==> config.mk <==
export PLATFORM = sky130hd
export DESIGN_NAME = seq_divider_flat
export DESIGN_NICKNAME = d
export VERILOG_FILES = /design/src/rtl/seq_divider_pkg.sv /design/src/rtl/seq_divider_if.sv /design/src/rtl/seq_divider_div_step.sv /design/src/rtl/seq_divider.sv /design/src/flat_wrapper.sv
export SDC_FILE = /design/constraint.sdc
export NUM_CORES = 1
export LEC_CHECK = 0
export BUFFER_PORTS_ARGS = -buffer_cell sky130_fd_sc_hd__buf_2
export CELL_PAD_IN_SITES_DETAIL_PLACEMENT = 0
export CELL_PAD_IN_SITES_GLOBAL_PLACEMENT = 1
export CORE_UTILIZATION = 40
export DETAILED_ROUTE_END_ITERATION = 10
export PLACE_DENSITY_LB_ADDON = 0.15
export SLEW_MARGIN = 20
export SYNTH_ARGS = -nofsm -noshare
export SYNTH_HDL_FRONTEND = slang
export SYNTH_HIERARCHICAL = 1
export SYNTH_SLANG_ARGS = --single-unit
==> constraint.sdc <==
create_clock -name clk -period 2.47 [get_ports clk]
set_clock_uncertainty 0.1 [all_clocks]
set_input_delay 0.741 -clock clk [delete_from_list [all_inputs] [get_ports clk]]
set_output_delay 0.741 -clock clk [all_outputs]
set_load 0.05 [all_outputs]
==> src/rtl/seq_divider_pkg.sv <==
// Shared types and constants for the sequential restoring divider.
package seq_divider_pkg;
  typedef enum logic {IDLE, CALC} state_t;

  localparam int DIV_WIDTH = 8;
  // Wide enough for any WIDTH; the top slices off what it needs.
  localparam logic [63:0] ALL_ONES = '1;
endpackage

==> src/rtl/seq_divider_if.sv <==
// Start/done handshake and operand/result bus of the sequential divider.
interface seq_divider_if #(parameter int WIDTH = 8);
  logic             start;
  logic [WIDTH-1:0] dividend;
  logic [WIDTH-1:0] divisor;
  logic             busy;
  logic             done;
  logic [WIDTH-1:0] quotient;
  logic [WIDTH-1:0] remainder;
  logic             div_by_zero;

  modport master (output start, dividend, divisor,
                  input  busy, done, quotient, remainder, div_by_zero);
  modport slave  (input  start, dividend, divisor,
                  output busy, done, quotient, remainder, div_by_zero);
endinterface

==> src/rtl/seq_divider_div_step.sv <==
// One restoring-division iteration: shift the next dividend bit into P,
// trial-subtract the divisor and record the quotient bit.
module seq_divider_div_step #(parameter int WIDTH = 8) (
  input  logic [WIDTH:0]   p,
  input  logic [WIDTH-1:0] q,
  input  logic [WIDTH-1:0] divisor,
  output logic [WIDTH:0]   p_nxt,
  output logic [WIDTH-1:0] q_nxt
);
  logic [WIDTH:0] t;
  logic           unused_p_msb;

  // P stays below the divisor between steps, so its MSB never carries data.
  assign unused_p_msb = p[WIDTH];
  assign t = {p[WIDTH-1:0], q[WIDTH-1]};

  always_comb begin
    p_nxt = t;
    q_nxt = {q[WIDTH-2:0], 1'b0};
    if (t >= {1'b0, divisor}) begin
      p_nxt = t - {1'b0, divisor};
      q_nxt = {q[WIDTH-2:0], 1'b1};
    end
  end
endmodule

==> src/rtl/seq_divider.sv <==
// Sequential unsigned restoring divider, one quotient bit per clock.
// SEQ_DIVIDER_EARLY_EXIT_EN: finish immediately when divisor > dividend.
module seq_divider
  import seq_divider_pkg::*;
#(
  parameter int WIDTH = DIV_WIDTH,
  parameter int CNT_W = 3
) (
  input  logic           clk,
  input  logic           reset_n,
  seq_divider_if.slave   bus
);
  state_t           state, state_nxt;
  logic [CNT_W-1:0] cnt;
  logic [WIDTH:0]   p, p_nxt;
  logic [WIDTH-1:0] q, q_nxt, dvs;
  logic [WIDTH-1:0] quot_r, rem_r;
  logic             done_r, dbz_r;
  logic             accept, zero_div, short_div, last;

  seq_divider_div_step #(.WIDTH(WIDTH)) u_step (
    .p(p), .q(q), .divisor(dvs), .p_nxt(p_nxt), .q_nxt(q_nxt)
  );

  always_ff @(posedge clk or negedge reset_n)
    if (!reset_n) state <= IDLE;
    else          state <= state_nxt;

  always_comb begin
    state_nxt = state;
    accept    = 1'b0;
    zero_div  = 1'b0;
    short_div = 1'b0;
    last      = 1'b0;
    case (state)
      IDLE: if (bus.start) begin
        accept   = 1'b1;
        zero_div = (bus.divisor == '0);
`ifdef SEQ_DIVIDER_EARLY_EXIT_EN
        short_div = !zero_div && (bus.divisor > bus.dividend);
`else
        short_div = 1'b0;
`endif
        if (!zero_div && !short_div) state_nxt = CALC;
      end
      CALC: begin
        last = (cnt == CNT_W'(WIDTH-1));
        if (last) state_nxt = IDLE;
      end
      default: state_nxt = IDLE;
    endcase
  end

  always_ff @(posedge clk or negedge reset_n) begin
    if (!reset_n) begin
      cnt    <= '0;
      p      <= '0;
      q      <= '0;
      dvs    <= '0;
      quot_r <= '0;
      rem_r  <= '0;
      done_r <= 1'b0;
      dbz_r  <= 1'b0;
    end else begin
      done_r <= 1'b0;
      if (accept) begin
        if (zero_div) begin
          quot_r <= ALL_ONES[WIDTH-1:0];
          rem_r  <= bus.dividend;
          dbz_r  <= 1'b1;
          done_r <= 1'b1;
        end else if (short_div) begin
          quot_r <= '0;
          rem_r  <= bus.dividend;
          dbz_r  <= 1'b0;
          done_r <= 1'b1;
        end else begin
          q     <= bus.dividend;
          p     <= '0;
          cnt   <= '0;
          dvs   <= bus.divisor;
          dbz_r <= 1'b0;
        end
      end else if (state == CALC) begin
        p   <= p_nxt;
        q   <= q_nxt;
        cnt <= cnt + CNT_W'(1);
        if (last) begin
          quot_r <= q_nxt;
          rem_r  <= p_nxt[WIDTH-1:0];
          done_r <= 1'b1;
        end
      end
    end
  end

  assign bus.busy        = (state == CALC);
  assign bus.done        = done_r;
  assign bus.quotient    = quot_r;
  assign bus.remainder   = rem_r;
  assign bus.div_by_zero = dbz_r;
endmodule

==> src/flat_wrapper.sv <==
// flat-port wrapper written by rule: the top's interface ports become plain ports
module seq_divider_flat import seq_divider_pkg::*;
#(
  parameter int WIDTH = DIV_WIDTH,
  parameter int CNT_W = 3
)
  (clk, reset_n, bus_start, bus_dividend, bus_divisor, bus_busy, bus_done, bus_quotient, bus_remainder, bus_div_by_zero);
  seq_divider_if #(.WIDTH(WIDTH)) bus_i ();
  input  logic clk;
  input  logic reset_n;
  input wire logic [$bits(bus_i.start)-1:0] bus_start;
  input wire logic [$bits(bus_i.dividend)-1:0] bus_dividend;
  input wire logic [$bits(bus_i.divisor)-1:0] bus_divisor;
  output wire logic [$bits(bus_i.busy)-1:0] bus_busy;
  output wire logic [$bits(bus_i.done)-1:0] bus_done;
  output wire logic [$bits(bus_i.quotient)-1:0] bus_quotient;
  output wire logic [$bits(bus_i.remainder)-1:0] bus_remainder;
  output wire logic [$bits(bus_i.div_by_zero)-1:0] bus_div_by_zero;
  assign bus_i.start = bus_start;
  assign bus_i.dividend = bus_dividend;
  assign bus_i.divisor = bus_divisor;
  assign bus_busy = bus_i.busy;
  assign bus_done = bus_i.done;
  assign bus_quotient = bus_i.quotient;
  assign bus_remainder = bus_i.remainder;
  assign bus_div_by_zero = bus_i.div_by_zero;
  seq_divider #(.WIDTH(WIDTH), .CNT_W(CNT_W)) u_core (.clk(clk), .reset_n(reset_n), .bus(bus_i));
endmodule
==> results of run 1 <==
power breakdown:
group | switching [W] | leakage [nW] | internal (W)
clock network | 0.000252 | 0.0524 | 0.000303
logic | 0.00178 | 0.831 | 0.00163
registers | 0.000281 | 0.540 | 0.00112
total | 0.00231 | 1.42 | 0.00306
worst max-delay path by stage:
| stage | from | depth (start not counted) | end |
|---|---|---|---|
| floorplan | u_core/p[4]$_DFFE_PN0P_ | 9 | u_core/bus.remainder[4]$_DFFE_PN0P_ |
| global placement | u_core/dvs[1]$_DFFE_PN0P_ | 9 | u_core/bus.remainder[4]$_DFFE_PN0P_ |
| detailed placement | u_core/dvs[4]$_DFFE_PN0P_ | 10 | u_core/bus.remainder[1]$_DFFE_PN0P_ |
| CTS | u_core/dvs[4]$_DFFE_PN0P_ | 10 | u_core/bus.remainder[1]$_DFFE_PN0P_ |
| global route | u_core/p[2]$_DFFE_PN0P_ | 8 | u_core/bus.remainder[5]$_DFFE_PN0P_ |
| finish | u_core/p[3]$_DFFE_PN0P_ | 8 | u_core/bus.remainder[4]$_DFFE_PN0P_ |
area by class of cell:
| class | instances | area [um^2] |
|---|---|---|
| clock inverters | 1 | 30.03 |
| fillers | 620 | 3213 |
| clock buffers | 7 | 76.32 |
| flip-flops and latches | 46 | 1151 |
| repair buffers | 58 | 367.9 |
| well taps | 77 | 96.34 |
| inverters | 14 | 52.55 |
| multi-input cells | 182 | 1435 |
repair_timing:
item,4_1_cts,5_1_grt
cloned,0,0
endpoints found under the setup margin,6,11
buffers inserted,0,1
gates resized for setup,1,12
pin swaps,0,5
cells in the final DEF (no fill, tap or decap), types with 3 or more instances in the layout:
cell / instances
inv_1: 13
a21oi_1: 10
a21oi_2: 4
a211o_1: 8
nand4b_1: 8
a21o_1: 3
mux2_4: 3
o221a_1: 8
buf_2: 37
clkbuf_8: 5
mux2_2: 7
nand3_1: 9
buf_4: 19
ha_1: 7
nor2b_1: 14
dfrtp_1: 46
nor3_1: 3
a22o_1: 11
nand2b_1: 10
a22oi_1: 8
nor2_1: 21
nand2_1: 12
state kept, by name, summed over array words and instances (netlist names):
register,flops
u_core/bus.quotient,8
u_core/bus.remainder,8
u_core/dvs,8
u_core/p,8
u_core/q,8
u_core/cnt,3
u_core/bus.busy,1
u_core/bus.div_by_zero,1
u_core/bus.done,1
layer usage:
layer / share of wire [%] / global-route usage, % / up-vias
met5: 0 / 0 / -
met4: 1.0 / 4.232 / 0
met3: 3.2 / 3.165 / 7
met2: 48 / 31.52 / 42
met1: 48 / 27.97 / 1077
li1: - / - / 1032
metrics by stage:
| step | hold WS, ns | power [W] | std cells | TNS, ns |
|---|---|---|---|---|
| 2_1_floorplan | 0.3454 | 0.003846 | 263 | 0 |
| 3_3_place_gp | 0.3628 | 0.004577 | 376 | -0.1637 |
| 3_5_place_dp | 0.3856 | 0.004610 | 376 | -0.1345 |
| 4_1_cts | 0.2728 | 0.005202 | 384 | 0 |
| 5_1_grt | 0.2942 | 0.005767 | 385 | -0.2337 |
| 6_report | 0.2673 | 0.005371 | 385 | 0 |
==> flow_summary.yaml, run 1 <==
clocking:
  cts_tree: "built"
  clock-sinks: 46
  clock_path_buffers: 2
  clk_latency_ns: 0.30
  cts_root_buffer: "clkbuf_8"
  cts-buffers-inserted: 5
  cts_hold_buf: 0
  htree_levels: 2
  clk_pin_slew_worst_paths_ns: 0.09
layout:
  area_delta_synth_final_pct: 19.14
  diodes: 0
  nNetsFinal: 337
  drive_above_1_share_pct: 30.52
  finish.utilization_pct: 49.97
  stdcell_area_um2: 3209
critical_path:
  path_max_fanout: 6
  cp_slowest_stage_delay_ns: 0.42
  reg2reg_from: "u_core/p[3]$_DFFE_PN0P_"
  worstPathCellList: "ha_4 > a21o_1 > o21bai_4 > a211o_1 > or2_4 > mux2_4 > nand2b_1 > o221a_1"
  crit_type: "flip-flop to flip-flop"
  path_delay_family: "compound AO/OA/AOI/OAI gates"
  cp.arrival_ns: 2.52
  cp.buffers_inverters: 0
  startpoint_type: "flip-flop"
  cp.required_ns: 2.56
  cp-end-kind: "flip-flop"
  reg2reg_to: "u_core/bus.remainder[4]$_DFFE_PN0P_"
  reg2reg_depth: 8
  r2r_slack_ns: 0.04
  crit_slowest_cell: "dfrtp_1"
run_status:
  status: "complete, but fails checks"
  violations: "design-rule violations"
floorplan:
  core_um2: 6422
  start_util_pct: 41.94
  die_h_um: 84.07
  die_w_um: 84.07
  rows: 29
  dieArea_um2: 7067
  io_pins: 38
sta:
  worst_slack_ns: 0.04074
  slew_headroom_pct: 24.02
  min_period_ns: 2.429
  timing.final.crit_share_pct: 98.35
  rsz0062_at_grt: "true"
  setup_viol_count_final: 0
  finalHoldViolCount: 0
  slew_viol_final: 0
  worst_slew_pin_slew_ns: 1.139
  fmax_mhz: 411.6
drt:
  drc: 6
  via_per_inst: 5.605
  routedWlPerCell_um: 16.95
  dr.pass1.iters: 7
  drt-initial-drc-count: 129
  vias: 2158
  ant_nets: 0
  wirelength_um: 6525
grt:
  grt_overflow: 0
  grt_pass1_vias: 2107
  grt_pass1_wl_um: 10900
  grt_max_degree: 31
  grt_use_total_pct: 19.66
  antenna_found_initial: 0
logic_synthesis:
  synth_nets: 293
  avgSynthCellArea_um2: 10.24
  synth_cells: 263
  syn-cell-area_um2: 2694
  yosys_warnings: 6
placement:
  routabilityCongestion: 0.8592
  dpl_cell_area_um2: 3047
  post-place-ws_ns: -0.05720
  dpl.hpwl_um: 4676
  numPortBuffers: 37
flow_run:
  cap_violations: 0
power_and_ir_drop:
  p_per_area_nw_per_um2: 1674
  power_leakage_nw: 1.423
  irDropWorstVdd_mv: 0.4964
worst_hold_path:
  worstHoldPathType: "input pin to asynchronous set/reset pin"
No activity file was read; power rests on OpenSTA's default activity.
==> run 2, diff against run 1 <==
--- a/config.mk
+++ b/config.mk
@@ -8,6 +8,7 @@
 export BUFFER_PORTS_ARGS = -buffer_cell sky130_fd_sc_hd__buf_2
 export CELL_PAD_IN_SITES_DETAIL_PLACEMENT = 0
 export CELL_PAD_IN_SITES_GLOBAL_PLACEMENT = 1
+export CORE_MARGIN = 4
 export CORE_UTILIZATION = 40
 export DETAILED_ROUTE_END_ITERATION = 10
 export PLACE_DENSITY_LB_ADDON = 0.15
==> run 2 against run 1 <==
Effect of this change: sequential share of layout area shrank 0.25 points; the run now ends clean; combinational power is essentially flat; flip-flop and latch count is the same; clock power grew 4.5%; maximum frequency grew 0.57%.
==> flow_summary.yaml, run 2 (synthesis gave the netlist of run 1 again) <==
layout:
  area_delta_synth_final_pct: 19.97
  final_common_cell: "dfrtp_1"
  layout_common_cells: "dfrtp_1 (46), buf_2 (37), buf_4 (23), nor2_1 (21)"
  layout.cells.non_filler: 389
  stdcell_area_um2: 3232
  diodes: 0
  nNetsFinal: 341
  drive_above_1_share_pct: 31.41
critical_path:
  reg2reg_from: "u_core/dvs[4]$_DFFE_PN0P_"
  startpoint_type: "flip-flop"
  r2r_slack_ns: 0.05
  path_max_fanout: 6
  reg2reg_depth: 9
  cp.arrival_ns: 2.51
  reg2reg_to: "u_core/bus.remainder[4]$_DFFE_PN0P_"
  cp-end-kind: "flip-flop"
  crit_type: "flip-flop to flip-flop"
  cp.required_ns: 2.56
drt:
  ant_nets: 0
  wirelength_um: 6500
  dr.pass1.iters: 4
  met1Wirelength_um: 3184
  drt-initial-drc-count: 170
  via_per_inst: 5.393
  dr_wl_met3_um: 230
  vias: 2098
  dr_wl_met2_um: 3019
  drc: 0
  routedWlPerCell_um: 16.71
  top_layer_used: "met4"
sta:
  rsz0062_at_grt: "true"
  worst_slack_ns: 0.05448
  worst_slew_pin_slew_ns: 0.6538
  timing.final.crit_share_pct: 97.79
  whs_ns: 0.2716
  fmax_mhz: 414.0
  min_period_ns: 2.416
  setup_viol_count_final: 0
  slew_headroom_pct: 56.39
  finalHoldViolCount: 0
  slew_viol_final: 0
floorplan:
  die_h_um: 90.07
  start_util_pct: 41.71
  core_um2: 6459
  die_w_um: 90.07
  dieArea_um2: 8112
  rows: 29
  io_pins: 38
placement:
  dpl.hpwl_um: 4785
  routabilityCongestion: 0.8622
  dpl_cell_area_um2: 3077
  numPortBuffers: 37
  post-place-ws_ns: -0.06389
  place_inst: 380
grt:
  antenna_found_initial: 0
  grt_pass1_wl_um: 10920
  grt_overflow: 0
  grt_pass1_vias: 2107
  grt_max_degree: 42
  grt_use_total_pct: 16.63
power_and_ir_drop:
  p_per_area_nw_per_um2: 1671
  irDropWorstVdd_mv: 0.6261
  power_leakage_nw: 1.450
run_status:
  status: "completed"
worst_hold_path:
  worstHoldPathType: "input pin to asynchronous set/reset pin"
clocking:
  cts-buffers-inserted: 5
  clock-sinks: 46
  htree_levels: 2
  cts_tree: "built"
  cts_root_buffer: "clkbuf_8"
  clk_pin_slew_worst_paths_ns: 0.10
  cts_hold_buf: 0
  clk_latency_ns: 0.30
  clock_path_buffers: 2
flow_run:
  cap_violations: 0
==> run 2: layer usage <==
metal  global-route usage (%)  vias to the layer above
met5                        0                        -
met4                    4.209                        0
met3                    3.506                        7
met2                    25.26                       42
met1                    24.08                     1007
li1                         -                     1042
==> run 2: power breakdown <==
part / internal [W] / switching [W]
sequential: 0.00112 / 0.000265
combinational: 0.00165 / 0.00178
clock: 0.000304 / 0.000277
==> run 2: per-stage QoR <==
step / setup TNS (ns) / utilization (%) / power, W
finish: 0 / 50.04 / 0.005402
floorplan: 0 / - / 0.003846
global route: -0.1039 / 50.04 / 0.005838
detailed placement: -0.2687 / 47.64 / 0.004646
CTS: 0 / 49.48 / 0.005301
global placement: -0.001641 / 47.64 / 0.004638
==> run 2: repair_timing <==
action                                  in CTS  in global routing
pin swaps                                    0                  2
resized for setup                            2                  8
setup buffers                                0                  1
endpoints found under the setup margin       7                  8
==> run 2: how the worst max path moves through the flow <==
stage                         startpoint                                  end  slack (ns)  cells past startpoint
6_report       u_core/dvs[4]$_DFFE_PN0P_  u_core/bus.remainder[4]$_DFFE_PN0P_        0.05                      9
3_5_place_dp   u_core/dvs[4]$_DFFE_PN0P_  u_core/bus.remainder[2]$_DFFE_PN0P_       -0.06                     10
3_3_place_gp   u_core/dvs[4]$_DFFE_PN0P_  u_core/bus.remainder[2]$_DFFE_PN0P_      -0.002                     10
4_1_cts        u_core/dvs[4]$_DFFE_PN0P_  u_core/bus.remainder[4]$_DFFE_PN0P_       0.004                      9
5_1_grt        u_core/dvs[4]$_DFFE_PN0P_  u_core/bus.remainder[4]$_DFFE_PN0P_       -0.03                      9
2_1_floorplan    u_core/p[4]$_DFFE_PN0P_  u_core/bus.remainder[4]$_DFFE_PN0P_       0.004                      9
==> run 2: critical path, cell delays in order (launching register included) <==
cell and delay [ns]:
dfrtp_1 0.43, inv_2 0.09, ha_4 0.20, a21o_1 0.18, o21bai_1 0.16, a211o_1 0.28
or2_4 0.28, mux2_4 0.31, nand2b_1 0.14, o221a_1 0.14
==> run 2: area by class of cell <==
type	count	area, um^2
clock buffers	5	68.82
clock inverters	3	43.79
fillers	632	3227
inverters	14	52.55
multi-input cells	182	1421
flip-flops and latches	46	1151
well taps	77	96.34
repair buffers	62	397.9
